**src/rtl/uart_rx_deser.sv**
```systemverilog
// UART receive deserializer: start detect, 3-sample majority per bit,
// optional parity check, stop check, registered one-cycle result pulses.
module uart_rx_deser #(
   parameter int DATA_WIDTH = 8
) (
   input  logic                  CLK,
   input  logic                  RST,
   input  logic                  RX_IN,
   input  logic                  PAR_EN,
   input  logic                  PAR_TYP,
   input  logic [5:0]            Prescale,
   output logic [DATA_WIDTH-1:0] P_DATA,
   output logic                  data_valid,
   output logic                  par_err,
   output logic                  stp_err
);

   localparam int CW = $clog2(DATA_WIDTH + 1);

   typedef enum logic [2:0] {
      IDLE,
      START,
      DATA,
      PARITY,
      STOP
   } state_t;

   state_t                state_q, state_d;
   logic [5:0]            edge_cnt_q, edge_cnt_d;
   logic [CW-1:0]         bit_cnt_q, bit_cnt_d;
   logic [5:0]            presc_q, presc_d;
   logic                  par_en_q, par_en_d;
   logic                  par_typ_q, par_typ_d;
   logic [2:0]            smp_q, smp_d;
   logic [DATA_WIDTH-1:0] shift_q, shift_d;
   logic                  par_fail_q, par_fail_d;
   logic [DATA_WIDTH-1:0] p_data_q, p_data_d;
   logic                  data_valid_q, data_valid_d;
   logic                  par_err_q, par_err_d;
   logic                  stp_err_q, stp_err_d;

   logic [5:0]            half;
   logic                  win_end;
   logic                  maj;
   logic                  exp_par;

   assign half    = presc_q >> 1;
   assign win_end = (edge_cnt_q == presc_q - 6'd1);
   assign maj     = (smp_q[0] & smp_q[1]) |
                    (smp_q[0] & smp_q[2]) |
                    (smp_q[1] & smp_q[2]);
   assign exp_par = (^shift_q) ^ par_typ_q;

   // Next-state: bit timing, centre sampling and frame sequencing
   always_comb begin
      state_d      = state_q;
      edge_cnt_d   = edge_cnt_q;
      bit_cnt_d    = bit_cnt_q;
      presc_d      = presc_q;
      par_en_d     = par_en_q;
      par_typ_d    = par_typ_q;
      smp_d        = smp_q;
      shift_d      = shift_q;
      par_fail_d   = par_fail_q;
      p_data_d     = p_data_q;
      data_valid_d = 1'b0;
      par_err_d    = 1'b0;
      stp_err_d    = 1'b0;

      if (state_q != IDLE) begin
         edge_cnt_d = win_end ? 6'd0 : edge_cnt_q + 6'd1;
         if (edge_cnt_q == half - 6'd1) smp_d[0] = RX_IN;
         if (edge_cnt_q == half)        smp_d[1] = RX_IN;
         if (edge_cnt_q == half + 6'd1) smp_d[2] = RX_IN;
      end

      case (state_q)
         IDLE: begin
            if (!RX_IN) begin
               state_d    = START;
               edge_cnt_d = 6'd0;
               bit_cnt_d  = '0;
               presc_d    = Prescale;
               par_en_d   = PAR_EN;
               par_typ_d  = PAR_TYP;
               par_fail_d = 1'b0;
            end
         end
         START: begin
            if (win_end) state_d = maj ? IDLE : DATA;
         end
         DATA: begin
            if (win_end) begin
               for (int i = 0; i < DATA_WIDTH; i++) begin
                  if (bit_cnt_q == CW'(i)) shift_d[i] = maj;
               end
               bit_cnt_d = bit_cnt_q + 1'b1;
               if (bit_cnt_q == CW'(DATA_WIDTH - 1)) begin
                  state_d = par_en_q ? PARITY : STOP;
               end
            end
         end
         PARITY: begin
            if (win_end) begin
               par_fail_d = (maj != exp_par);
               state_d    = STOP;
            end
         end
         STOP: begin
            if (win_end) begin
               if (maj && !par_fail_q) begin
                  p_data_d     = shift_q;
                  data_valid_d = 1'b1;
               end
               par_err_d = par_fail_q;
               stp_err_d = ~maj;
               state_d   = IDLE;
            end
         end
         default: state_d = IDLE;
      endcase
   end

   // State and output registers with synchronous active-low reset
   always_ff @(posedge CLK) begin
      if (!RST) begin
         state_q      <= IDLE;
         edge_cnt_q   <= 6'd0;
         bit_cnt_q    <= '0;
         presc_q      <= 6'd0;
         par_en_q     <= 1'b0;
         par_typ_q    <= 1'b0;
         smp_q        <= 3'b000;
         shift_q      <= '0;
         par_fail_q   <= 1'b0;
         p_data_q     <= '0;
         data_valid_q <= 1'b0;
         par_err_q    <= 1'b0;
         stp_err_q    <= 1'b0;
      end else begin
         state_q      <= state_d;
         edge_cnt_q   <= edge_cnt_d;
         bit_cnt_q    <= bit_cnt_d;
         presc_q      <= presc_d;
         par_en_q     <= par_en_d;
         par_typ_q    <= par_typ_d;
         smp_q        <= smp_d;
         shift_q      <= shift_d;
         par_fail_q   <= par_fail_d;
         p_data_q     <= p_data_d;
         data_valid_q <= data_valid_d;
         par_err_q    <= par_err_d;
         stp_err_q    <= stp_err_d;
      end
   end

   assign P_DATA     = p_data_q;
   assign data_valid = data_valid_q;
   assign par_err    = par_err_q;
   assign stp_err    = stp_err_q;

endmodule
```
**config.mk**
```make
export PLATFORM = sky130hd
export DESIGN_NAME = uart_rx_deser
export DESIGN_NICKNAME = d
export VERILOG_FILES = /design/src/rtl/uart_rx_deser.sv
export SDC_FILE = /design/constraint.sdc
export NUM_CORES = 1
export LEC_CHECK = 0
export CAP_MARGIN = 10
export CORE_UTILIZATION = 62
export DETAILED_ROUTE_END_ITERATION = 10
export HOLD_SLACK_MARGIN = 0.05
export PLACE_DENSITY = 0.94
export SLEW_MARGIN = 20
export SYNTH_ARGS = -nofsm -noshare
export SYNTH_HDL_FRONTEND = slang
export SYNTH_SLANG_ARGS = --single-unit
```
**constraint.sdc**
```tcl
create_clock -name CLK -period 4.5 [get_ports CLK]
set_input_delay 1.35 -clock CLK [delete_from_list [all_inputs] [get_ports CLK]]
set_output_delay 1.35 -clock CLK [all_outputs]
set_load 0.02 [all_outputs]
```
; Word-level counts from Yosys, hierarchy flattened
; Cells that the tools add are included.
; Widths: inputs -> output; s select.
[totals]
input_bits = 11
out_inout_bits = 11
regBits = 44
elab_cells = 102
[op_classes]
add_sub_neg = 5
eq_ne = 22
n_bitwise = 8
mux = 20
n_reduce_logical = 25
[ops]
columns = op, n
row1 = $reduce_and 3->1, 12
row2 = $mux 6, 4
row3 = $mux 3, 7
row4 = $eq 6x6->1, 3
row5 = $eq 4x3->1 const B, 4
row6 = $pmux 3 s5, 1
row7 = $ne 2x2->1 const B, 6
row8 = $eq 4x2->1 const B, 2
row9 = $mux 4, 2
row10 = $pmux 4 s2, 1
row11 = $reduce_and 2->1, 4
row12 = $reduce_xor 8->1, 1
row13 = $add 5x1->6 const B, 1
row14 = $add 6x1->6 const B, 1
row15 = $eq 3x2->1 const B, 2
row16 = $eq 6x5->1, 1
row17 = $reduce_and 6->1, 1
row18 = $sub 5x1->6 const B, 1
row19 = $sub 6x1->6 const B, 1
row20 = $add 4x1->4 const B, 1
row21 = $eq 4x1->1 const B, 1
row22 = $logic_not 4->1, 1
row23 = $reduce_bool 2->1, 2
row24 = $and 1x1->1, 3
row25 = other kinds (13), 17

; Logic depth before layout (Yosys ltp)
[depth]
depth_word = 6
ltp_mapped = 9
mapped_depth_nobuf = 7

; Worst setup path after synthesis
; No wires, ideal clock.
[synth_timing]
path_kind = input-to-reg
start = in RX_IN
end = reg edge_cnt_q[5]
t_required_ns = 4.382
path_slack_ns = 1.759
arrival_time_ns = 2.622
n_path_buf = 1
setup_ns = 0.118
cell_stages = 6
path_cell_list = clkbuf_1 > nor4_2 > nor2_1 > and3_1 > o22ai_1 > nand2_1
[synth_via]
elab_chain_len = 2
[synth_rtl]
columns = element, line_no
row1 = from (decl), 8  ; input logic RX_IN,
row2 = $mux 6, 79  ; if (!RX_IN) begin
row3 = $mux 6, 77  ; case (state_q)
row4 = to (signal assigned), 142  ; edge_cnt_q <= edge_cnt_d;
row5 = to (decl), 29  ; logic [5:0] edge_cnt_q, edge_cnt_d;
; No other way between the ends.
; A chain may end at the register's enable or synchronous reset.

; Final worst setup path
[layout_timing]
start = in RX_IN
end = reg bit_cnt_q[2]
[layout_via]
elab_chain_len = 2
[layout_rtl]
columns = element, line_no
row1 = $ne 2x2->1 (no line), --
row2 = $reduce_and 3->1 (no line), --
row3 = to (signal assigned), 143  ; bit_cnt_q <= bit_cnt_d;
row4 = to (decl), 30  ; logic [CW-1:0] bit_cnt_q, bit_cnt_d;
; No other way between the ends.

==> out/results.ini <==
[yosys]
synth-edff-count = 0
yosys_warnings = 0
mappedNetlistNets = 339
synth.ff_latch_count = 44
avgSynthCellArea_sq_um = 8.24
syn_inst = 319
ys_dominant_reg_cell = dfxtp_1
synth.yosys.seq_area_share = 0.335
post_synth_instance_area_sq_mm = 0.00263
synthArstFlopShare = 0
synth_cell_type_count = 50

[sta]
slew_viol_final = 0
clock.fmax_mhz = 312
worst_case_hold_slack_ps = 462
setup-violations-final = 0
final.setup.tns_ps = 0
unrepaired_setup_endpoints_after_global_routing = no
tightest_slew_ps = 778
timing.final.crit_share = 0.713
timing.final.crit_period_ps = 3210
skew_ps = 4.23
slew_headroom = 0.481
final-hold-violation-count = 0

[placed_design]
place.gp.congestion = 0.862
buffer_ports.inserted = 21
placement.cell_area_sq_mm = 0.00280
dp_hpwl_microns = 4320
placed_cells = 371

[power]
worst_ir_drop_vdd_mv = 0.351
p_leak_nw = 1.06
p_per_area_mw_per_mm2 = 423

[grt]
grt_pass1_wl_microns = 10000
grt_antenna_before_repair = 0
grt_max_degree = 27
grt_util_all_layers = 0.294
grt_overflow = 0
first_global_vias = 2228

[layout]
post_layout_nonfiller_instances = 378
layout.cells.most_common = nand2_1
final_layout_size_suffix_gt1_frac = 0.0671
area_delta_synth_final_pct = 10.0
mostFrequentLayoutCells = 52 x nand2_1, 44 x dfxtp_1, 21 x clkdlybuf4s50_1, 20 x a21oi_1
antenna_cells_inserted = 0
design_area_sq_mm = 0.00289
num-nets-final = 348

[die]
core.rowCount = 23
chipHeight_microns = 67.1
io_pins = 22
dieArea_sq_mm = 0.00450
core-area_sq_mm = 0.00403
floorplan.initialDensity = 0.652
die_width_microns = 67.1

[worst_setup_path]
cp_top_family = simple AND/OR/NAND/NOR gates
max_stage_delay_ps = 810
arrival_ps = 3400
critical_path_buf_inv_count = 1
critical_path.startpoint_type = primary input
critical_path_required_ps = 4690
critical-path-slowest-cell = or4_1
timing.critical_path.cells = clkdlybuf4s50_1 > or4_1 > nand2_1 > nor2_1 > a31o_2
worst-setup-path-type = primary input to flop
critical_path_capture_point_type = flop
worstPathMaxFanout = 11

[flow_run]
drv.max_cap_violation_count = 0

[cts]
cts.root.buffer_cell = clkbuf_8
cts_tree = yes
number_of_setup_buffers_added_after_cts = 0
cts_made_buffers = 5
clock_tree.buffer_depth = 2
clk_latency_ps = 300
postCtsResizedCells = 0
cts.sinks = 44
clkSlewWorstSetupHoldPaths_ps = 80
cts.htree.levels = 2
hold_bufs_at_cts = 0

[route]
drt_first_pass_iters = 5
routed_via_density = 6.31
totalWireLength_microns = 6140
drc = 0
detailedRoute.firstIterationViolations = 253
ant_nets = 0
drt-wirelength-per-cell_microns = 16.3
num_vias = 2384

[run_status]
run_status = finished, final reports clean

[worst_hold_path]
timing.hold.worst.class = flop to flop

stage by stage:
stage | util | power [mW] | worst slack [ps]
3_5_place_dp | 0.696 | 0.975 | 1030
5_1_grt | 0.717 | 1.29 | 1210
4_1_cts | 0.716 | 1.21 | 1340
6_report | 0.717 | 1.22 | 1290
2_1_floorplan | - | 0.883 | 1760
3_3_place_gp | 0.696 | 0.949 | 1120
cell usage after synthesis, types with 4 or more instances:
cell      instances  area share
a21oi_1          20       0.038
a31o_2            5       0.017
a31oi_1           5       0.012
and2_1            4      0.0095
and3_1            5       0.012
buf_2             7       0.013
clkbuf_1          9       0.013
dfxtp_1          44        0.34
ha_1              9       0.043
inv_1             9       0.013
mux2i_1          18       0.069
nand2_1          52       0.074
nand3_1          18       0.034
nor2_1           18       0.026
nor3_1           15       0.029
o21ai_0           5      0.0095
o22ai_1           5       0.012
xnor2_1          14       0.047
xor2_1           12       0.040
layout make-up:
type,instances,area (sq um)
clock inverter,2,12.5
inverter,9,33.8
sequential,44,881
clock buffer,5,68.8
fill,294,1140
tap,50,62.6
timing repair buffer,23,225
multi-input combinational,245,1610
layer usage:
layer	global-route usage	part of all wire	vias to the layer above	routed length [microns]
met3	0.0462	0.068	23	415
met5	0	0	-	0
met4	0.130	0.030	0	187
met2	0.455	0.48	124	2920
li1	-	-	1145	-
met1	0.401	0.43	1092	2620
cells by family after synthesis:
family | after synthesis | synth area share
simple gates | 135 | 0.253
compound gates | 55 | 0.146
flops | 44 | 0.335
buf+inv | 30 | 0.0552
xor+xnor | 27 | 0.0952
mux | 18 | 0.0686
fa+ha+maj | 10 | 0.0467
power breakdown:
part           switching (mW)  total, mW  leakage [nW]  internal (mW)
clock                   0.134      0.239        0.0400          0.105
combinational           0.299      0.474         0.666          0.175
sequential             0.0863      0.511         0.356          0.425
total                   0.518       1.22          1.06          0.705
registers in the layout, summed over array words and instances, names as in the netlist:
register / count
stp_err: 1
par_err: 1
shift_q: 8
bit_cnt_q: 4
edge_cnt_q: 6
data_valid: 1
par_en_q: 1
presc_q: 6
smp_q: 3
P_DATA: 8
state_q: 3
par_fail_q: 1
par_typ_q: 1
worst reg2reg max path: stages (launching register included):
cell       delay (ps)
dfxtp_1           520
inv_1             150
ha_1              230
a21boi_1          160
xnor2_1           310
o2111ai_4         380
nor3_4            620
mux2i_1           320
worst paths after layout:
kind	startpoint	endpoint	slack, ps	cells after the start
setup reg to reg	presc_q[2]$_SDFFE_PN0P_	P_DATA[6]$_SDFFE_PN0P_	1720	7
hold / removal	P_DATA[3]$_SDFFE_PN0P_	P_DATA[3]$_SDFFE_PN0P_	460	2
hold reg to reg	P_DATA[3]$_SDFFE_PN0P_	P_DATA[3]$_SDFFE_PN0P_	460	2
setup / recovery	RX_IN	bit_cnt_q[2]$_SDFFE_PN0P_	1290	5
No activity file was read; power rests on OpenSTA's default activity.
